--- config.mk ---
export PLATFORM = sky130hd
export DESIGN_NAME = led_anim_sched
export DESIGN_NICKNAME = d
export VERILOG_FILES = /design/src/rtl/led_anim_sched.sv
export SDC_FILE = /design/constraint.sdc
export NUM_CORES = 1
export LEC_CHECK = 0
export BUFFER_PORTS_ARGS = -buffer_cell sky130_fd_sc_hd__buf_2
export CORE_MARGIN = 5
export CORE_UTILIZATION = 35
export DETAILED_ROUTE_END_ITERATION = 6
export GPL_ROUTABILITY_DRIVEN = 0
export SLEW_MARGIN = 20
export SYNTH_ARGS = -nofsm -noshare
export SYNTH_HDL_FRONTEND = slang
export SYNTH_SLANG_ARGS = --single-unit
--- constraint.sdc ---
create_clock -name clk -period 2.1 [get_ports clk]
set_input_delay 0.42 -clock clk [delete_from_list [all_inputs] [get_ports clk]]
set_output_delay 0.42 -clock clk [all_outputs]
set_load 0.02 [all_outputs]
--- src/rtl/led_anim_sched.sv ---
// Command scheduler between the IR remote decoder and the LED animation datapath.
// It applies each decoded button press once, then ignores the remote for a holdoff
// window and until the button is released. It holds the speed level and the
// selected animation, and it generates the frame-step pulse and the frame index.
module led_anim_sched #(
    parameter int unsigned BASE_DIV = 1000000,
    parameter int unsigned HOLDOFF  = 2000000,
    parameter int unsigned FRAMES   = 8
) (
    input  logic       clk,
    input  logic       rst,
    input  logic [2:0] cmd,
    output logic [2:0] speed,
    output logic [1:0] anim_sel,
    output logic [2:0] frame,
    output logic       step,
    output logic       cmd_ack
);

    localparam int unsigned PW = $clog2(BASE_DIV);
    localparam int unsigned HW = (HOLDOFF > 1) ? $clog2(HOLDOFF) : 1;
    localparam logic [PW-1:0] PRE_LAST   = PW'(BASE_DIV - 1);
    localparam logic [HW-1:0] HOLD_LAST  = HW'(HOLDOFF - 1);
    localparam logic [2:0]    FRAME_LAST = 3'(FRAMES - 1);

    typedef enum logic [1:0] {
        ST_IDLE  = 2'd0,
        ST_APPLY = 2'd1,
        ST_HOLD  = 2'd2
    } state_t;

    state_t        state_q,   state_d;
    logic [2:0]    cmd_lat_q, cmd_lat_d;
    logic [HW-1:0] hold_q,    hold_d;
    logic [PW-1:0] pre_q,     pre_d;
    logic [2:0]    div_q,     div_d;
    logic [2:0]    speed_q,   speed_d;
    logic [1:0]    anim_q,    anim_d;
    logic [2:0]    frame_q,   frame_d;
    logic          step_q,    step_d;
    logic          ack_q,     ack_d;
    logic          base_tick;
    logic          step_due;

    // Next-state logic: timebase, step divider, frame counter and command FSM.
    always_comb begin
        state_d   = state_q;
        cmd_lat_d = cmd_lat_q;
        hold_d    = hold_q;
        speed_d   = speed_q;
        anim_d    = anim_q;
        ack_d     = 1'b0;

        // Prescaler wraps after its last count; that count is the base tick.
        base_tick = (pre_q == PRE_LAST);
        // limit-1 = 7-speed; ">=" lets a speed-up below div_q step on the next tick.
        step_due  = base_tick && (div_q >= (3'd7 - speed_q));

        if (base_tick) begin
            pre_d = '0;
        end else begin
            pre_d = pre_q + PW'(1);
        end

        if (step_due) begin
            div_d = 3'd0;
        end else if (base_tick) begin
            div_d = div_q + 3'd1;
        end else begin
            div_d = div_q;
        end

        step_d = step_due;
        if (step_due) begin
            frame_d = (frame_q == FRAME_LAST) ? 3'd0 : (frame_q + 3'd1);
        end else begin
            frame_d = frame_q;
        end

        case (state_q)
            ST_IDLE: begin
                if (cmd inside {3'd1, 3'd2, 3'd3, 3'd4, 3'd5}) begin
                    cmd_lat_d = cmd;
                    state_d   = ST_APPLY;
                end else begin
                    state_d   = ST_IDLE;
                end
            end
            ST_APPLY: begin
                ack_d   = 1'b1;
                hold_d  = '0;
                state_d = ST_HOLD;
                case (cmd_lat_q)
                    3'd1: speed_d = (speed_q == 3'd0) ? 3'd0 : (speed_q - 3'd1);
                    3'd2: speed_d = (speed_q == 3'd7) ? 3'd7 : (speed_q + 3'd1);
                    3'd3, 3'd4, 3'd5: begin
                        // Animation select restarts the sequence and overrides a due step.
                        anim_d  = 2'(cmd_lat_q - 3'd3);
                        frame_d = 3'd0;
                        pre_d   = '0;
                        div_d   = 3'd0;
                        step_d  = 1'b0;
                    end
                    default: speed_d = speed_q;
                endcase
            end
            ST_HOLD: begin
                if (hold_q == HOLD_LAST) begin
                    // Leave only once the button is released, so a held key never repeats.
                    if (cmd == 3'd0) begin
                        state_d = ST_IDLE;
                    end else begin
                        state_d = ST_HOLD;
                    end
                end else begin
                    hold_d = hold_q + HW'(1);
                end
            end
            default: state_d = ST_IDLE;
        endcase
    end

    // State and output registers with synchronous reset.
    always_ff @(posedge clk) begin
        if (rst) begin
            state_q   <= ST_IDLE;
            cmd_lat_q <= 3'd0;
            hold_q    <= '0;
            pre_q     <= '0;
            div_q     <= 3'd0;
            speed_q   <= 3'd3;
            anim_q    <= 2'd0;
            frame_q   <= 3'd0;
            step_q    <= 1'b0;
            ack_q     <= 1'b0;
        end else begin
            state_q   <= state_d;
            cmd_lat_q <= cmd_lat_d;
            hold_q    <= hold_d;
            pre_q     <= pre_d;
            div_q     <= div_d;
            speed_q   <= speed_d;
            anim_q    <= anim_d;
            frame_q   <= frame_d;
            step_q    <= step_d;
            ack_q     <= ack_d;
        end
    end

    assign speed    = speed_q;
    assign anim_sel = anim_q;
    assign frame    = frame_q;
    assign step     = step_q;
    assign cmd_ack  = ack_q;

endmodule

Word-level counts from Yosys, hierarchy flattened
Cells that the tools add are included.

Shift-type cells: 0. Div/mod/pow operators: 0. Reduce and logical (&&, ||, !) cells: 12. $mul: 0. Eq/ne operators: 18. Multiplexer cells: 23. $add $sub $neg: 8. Magnitude comparators: 1. Bitwise logic cells: 0.

Operators by type and width (count): $mux W20 (3); $pmux W21 S2 (1); $mux W3 (10); $add A21 B1 Y21 const B (1); $eq A21 B21 Y1 const B (1); $mux W21 (1); $add A20 B1 Y20 const B (1); $eq A20 B20 Y1 const B (1); $eq A3 B3 Y1 const B (6); $eq A3 B2 Y1 const B (4); $add A3 B1 Y3 const B (3); $reduce_and A2 Y1 (4); $eq A3 B1 Y1 const B (2); $logic_not A3 Y1 (2); $pmux W2 S3 (1); $pmux W3 S2 (1); $reduce_bool A5 Y1 (1); $mux W1 (4); $mux W2 (2); $ne A2 B2 Y1 const B (2); $reduce_bool A2 Y1 (2); $ge A3 B3 Y1 (1); $reduce_or A3 Y1 (1); $sub A3 B1 Y3 const B (1); 6 further kinds (6).

RAM bits: 0. Bits in read-only memories: 0. Memories: 0. Word-level logic and storage cells: 72. Flip-flop bits (word level): 59. Output and inout port bits: 10. Input port bits: 5. Latch bits: 0.

Longest topological paths before layout
Depth in word-level cells: 6. Depth in mapped cells: 10. Mapped depth without buffers: 7.

Worst setup path after synthesis
Ideal clock, no wire load.

Path type: flip-flop to flip-flop. From: register hold_q[1]. To: register hold_q[14]. Arrival time: 1771 ps. Stages on the path, launching flop included: 7. Path slack: 247 ps. Period minus slack after synthesis: 1853 ps. Data required time: 2018 ps. Buffers on the path: 0. Setup time: 82 ps. Path through: dfxtp_1 > ha_1 > nand4_1 > nor3_1 > nand4_1 > or4_1 > o221ai_1.

Word-level cells in the longest chain between the ends: 3. Elaborated cells on any way between the ends: 6. Those cells by class: 1 x add/sub; 2 x eq/ne; 2 x mux; 1 x reduce/logical.

RTL lines: start, declared (line 34) `logic [HW-1:0] hold_q, hold_d;`; start signal, assigned (line 139) `hold_q <= hold_d;`; $add A21 B1 Y21 or $eq A21 B21 Y1 (tied branches) (line 116, 108); $mux W21 or $ne A2 B2 Y1 (tied branches); $pmux W21 S2 or $reduce_and A2 Y1 (tied branches).

Parallel ways exist; a longest one is shown, timed or not. The select of a mux whose other input is x is not followed. A chain may end at the register's enable or synchronous reset.

Worst setup path after layout
From: register hold_q[1]. To: register hold_q[17].

Same word-level chain as after synthesis.

==> results by group <==
Die
  • Die X: 103 um
  • Boundary pin count: 15
  • FP Rows: 34
  • Die area: 0.0107 sq mm
  • Core area: 0.00864 sq mm
  • Starting Density: 35.4%
  • Chip Height: 103 um

Layout
  • Fin nets: 412
  • Share of post-route cells with drive strength above 1: 17.4%
  • Final Cell Area: 0.00359 sq mm
  • Ant. Diodes: 0
  • Fin cells: 504
  • Final Util: 41.6%
  • Fill cells: 867
  • Area grow syn2layout: 17.4%

STA
  • Setup_tns: 0 ns
  • Relative slew slack: 58.5%
  • Min cycle time layout: 2.00 ns
  • Number of endpoints failing setup at the final stage: 0
  • Highest clock rate: 500 MHz
  • Final slew viol count: 0
  • Worst hold slack: 0.377 ns
  • Hold Violations, Final: 0
  • Final period util: 95.2%
  • Clock skew: 0.0110 ns
  • Final WS setup: 0.101 ns
  • Worst Max-Slew Pin Slew: 0.619 ns

Route
  • Routed len/inst: 12.8 um
  • ANT nets after route: 0
  • Pre-Repair DR Iteration Count: 4
  • Post-DR vias/cell: 5.17
  • WL final: 6.43 mm
  • DRT iter0 DRCs: 89
  • Post-route DRC: 0
  • Total vias in the final route: 2604

Power and ir drop
  • Logic pwr share: 9.8%
  • Pint: 1.78 mW
  • Net Sw Power: 0.644 mW
  • Total power: 2.42 mW
  • Clock power frac: 41.9%
  • Sw Ratio: 26.6%
  • Power Density: 675 mW/mm^2
  • Sequential group share of total power: 48.3%
  • VDD IR max: 302 uV
  • Leakage power figure: 1.36 nW

Synthesis
  • Synth top area share: 38.6%
  • Synthesis-stage register bit count: 59
  • Number of synthesized flops with an enable pin: 0
  • Post-synthesis sequential area ratio: 38.6%
  • Top post-synthesis cells by count: dfxtp_1, nor2_1, nand2_1, nand3_1, inv_1
  • Synth area leaders: dfxtp_1, ha_1, nor2_1
  • Asr flop ratio synth: 0%
  • Netlist cell types: 60
  • Count leader, synth: dfxtp_1
  • Cells after Synth: 355
  • Syn_nets: 376
  • Top FF cell, synth: dfxtp_1
  • Area leader, netlist: dfxtp_1
  • Synth Warn #: 0
  • Syn_area_per_cell: 8.62 sq um
  • Netlist Area Pre-Place: 0.00306 sq mm

Place
  • Placed insts: 481
  • Placed Area: 0.00332 sq mm
  • Post-DP HPWL: 4.59 mm
  • Worst Setup Slack post-DPL: 0.103 ns
  • Port bufs: 14

Critical path
  • Crit-path max cell delay: 0.51 ns
  • WP data arrival: 2.24 ns
  • Crit path required time: 2.35 ns
  • WS Path Type: register to register
  • CP Max Fanout: 9
  • Crit. End Element: register
  • Worst path cell trace: ha_2, nand4_1, nor4_4, a31oi_4, buf_4, a311oi_1
  • Critical Path Slowest Stage Cell: nor4_4
  • CP startpoint kind: register

Status
  • Status: completed

Clocking
  • Clock transition at the registers of the reported paths: 0.08 ns
  • Clock tree buffer depth: 2
  • CTS Buf Count: 9
  • Root buf cell: clkbuf_8
  • Hold buffer count at CTS: 0
  • CTS sink cnt: 59
  • Clk Latency, worst-skew pair: 0.34 ns
  • CTS tree: done
  • H-tree levels: 3

Global routing
  • First-pass GRT wire length: 11.2 mm
  • Vias in the first global route: 2485
  • Total grt overflow: 0
  • Initial antenna violation count: 0
  • Pin count of the biggest net entering global routing: 20
  • Total GRT Usage: 13.1%

Hold path
  • Min-Delay Path Class: input pin to register

Run
  • Max_cap viols: 0
==> layout by cell type, fill, tap and decap left out, types with 3 or more instances in the layout <==
cell      count
mux2i_1       4
nand4_1      15
inv_1        18
xnor2_1       9
nand2_1      22
buf_4        20
a21o_1        3
nor2b_1       3
a21oi_1      11
a22oi_1       3
or4_1         7
ha_1         15
nor2_1       47
clkbuf_8      9
nand3_1      20
clkinv_2      3
nand2b_1      5
a31oi_1       3
nor4_1        5
o221ai_1      3
and3_1        7
xor2_1       15
nor3_1       11
buf_2        14
or3_1         6
dfxtp_1      57
o21ai_0      10
==> power groups by stage <==
stage / registers [mW] / logic [mW] / clock network, mW
after global placement: 1.19 / 0.212 / 0
after detailed placement: 1.20 / 0.216 / 0
after floorplan: 1.19 / 0.157 / 0
after CTS: 1.17 / 0.217 / 1.05
final: 1.17 / 0.238 / 1.02
after global routing: 1.17 / 0.265 / 1.12
==> final cells by class <==
class | instances | area [sq um] | share of cell area [%]
Clock buffer | 9 | 124 | 3.45
Clock inverter | 7 | 68.8 | 1.92
Inverter | 19 | 71.3 | 1.99
Multi-Input combinational cell | 267 | 1770 | 49.2
Sequential cell | 59 | 1180 | 33.0
Tap cell | 108 | 135 | 3.76
Timing Repair Buffer | 35 | 240 | 6.69
==> sequential cells by signal, summed over array words and instances (netlist names) <==
| register | cells |
|---|---|
| hold_q | 21 |
| pre_q | 20 |
| cmd_lat_q | 3 |
| div_q | 3 |
| frame | 3 |
| speed | 3 |
| anim_sel | 2 |
| state_q | 2 |
| cmd_ack | 1 |
| step | 1 |
==> cell families (layout without fill, tap and decap cells) <==
logic type / after synthesis / in the layout / share of synthesized area, %
AOI/OAI and AO/OA: 55 / 56 / 12.7
xor gates and xnor gates: 24 / 24 / 6.87
adders and majority gates: 16 / 16 / 6.54
buffers and inverters: 30 / 70 / 4.58
DFF: 59 / 59 / 38.6
muxes: 6 / 6 / 2.04
and+or+nand+nor: 165 / 165 / 28.6
==> layer usage <==
| metal | wire [um] | GRT usage [%] |
|---|---|---|
| met2 | 3080 | 21.8 |
| met4 | 116 | 6.08 |
| met1 | 2960 | 15.8 |
| met5 | 0 | 0 |
| met3 | 274 | 3.55 |
==> worst max-delay path, delay by kind of cell, from the launching register on <==
kind | cells | cell delay, ns
AND/OR/NAND/NOR | 2 | 0.70
AO/OA/AOI/OAI | 2 | 0.47
flip-flops | 1 | 0.34
buffers and inverters | 1 | 0.20
adder cells (fa/ha/maj) | 1 | 0.19
==> repair_timing <==
action,CTS,global route
endpoints found under the hold margin,0,0
setup endpoints to repair,0,3
setup buffers,0,6
gates resized for setup,0,6
==> final timing paths <==
| path | slack, ns | endpoint | cells past startpoint | startpoint |
|---|---|---|---|---|
| hold reg to reg | 0.46 | pre_q[0] | 1 | pre_q[0] |
| setup / recovery | 0.10 | hold_q[17] | 6 | hold_q[1] |
| setup reg to reg | 0.10 | hold_q[17] | 6 | hold_q[1] |
| hold / removal | 0.38 | cmd_lat_q[0] | 3 | cmd[0] |
Note: power is estimated with default switching activity, not from simulation.
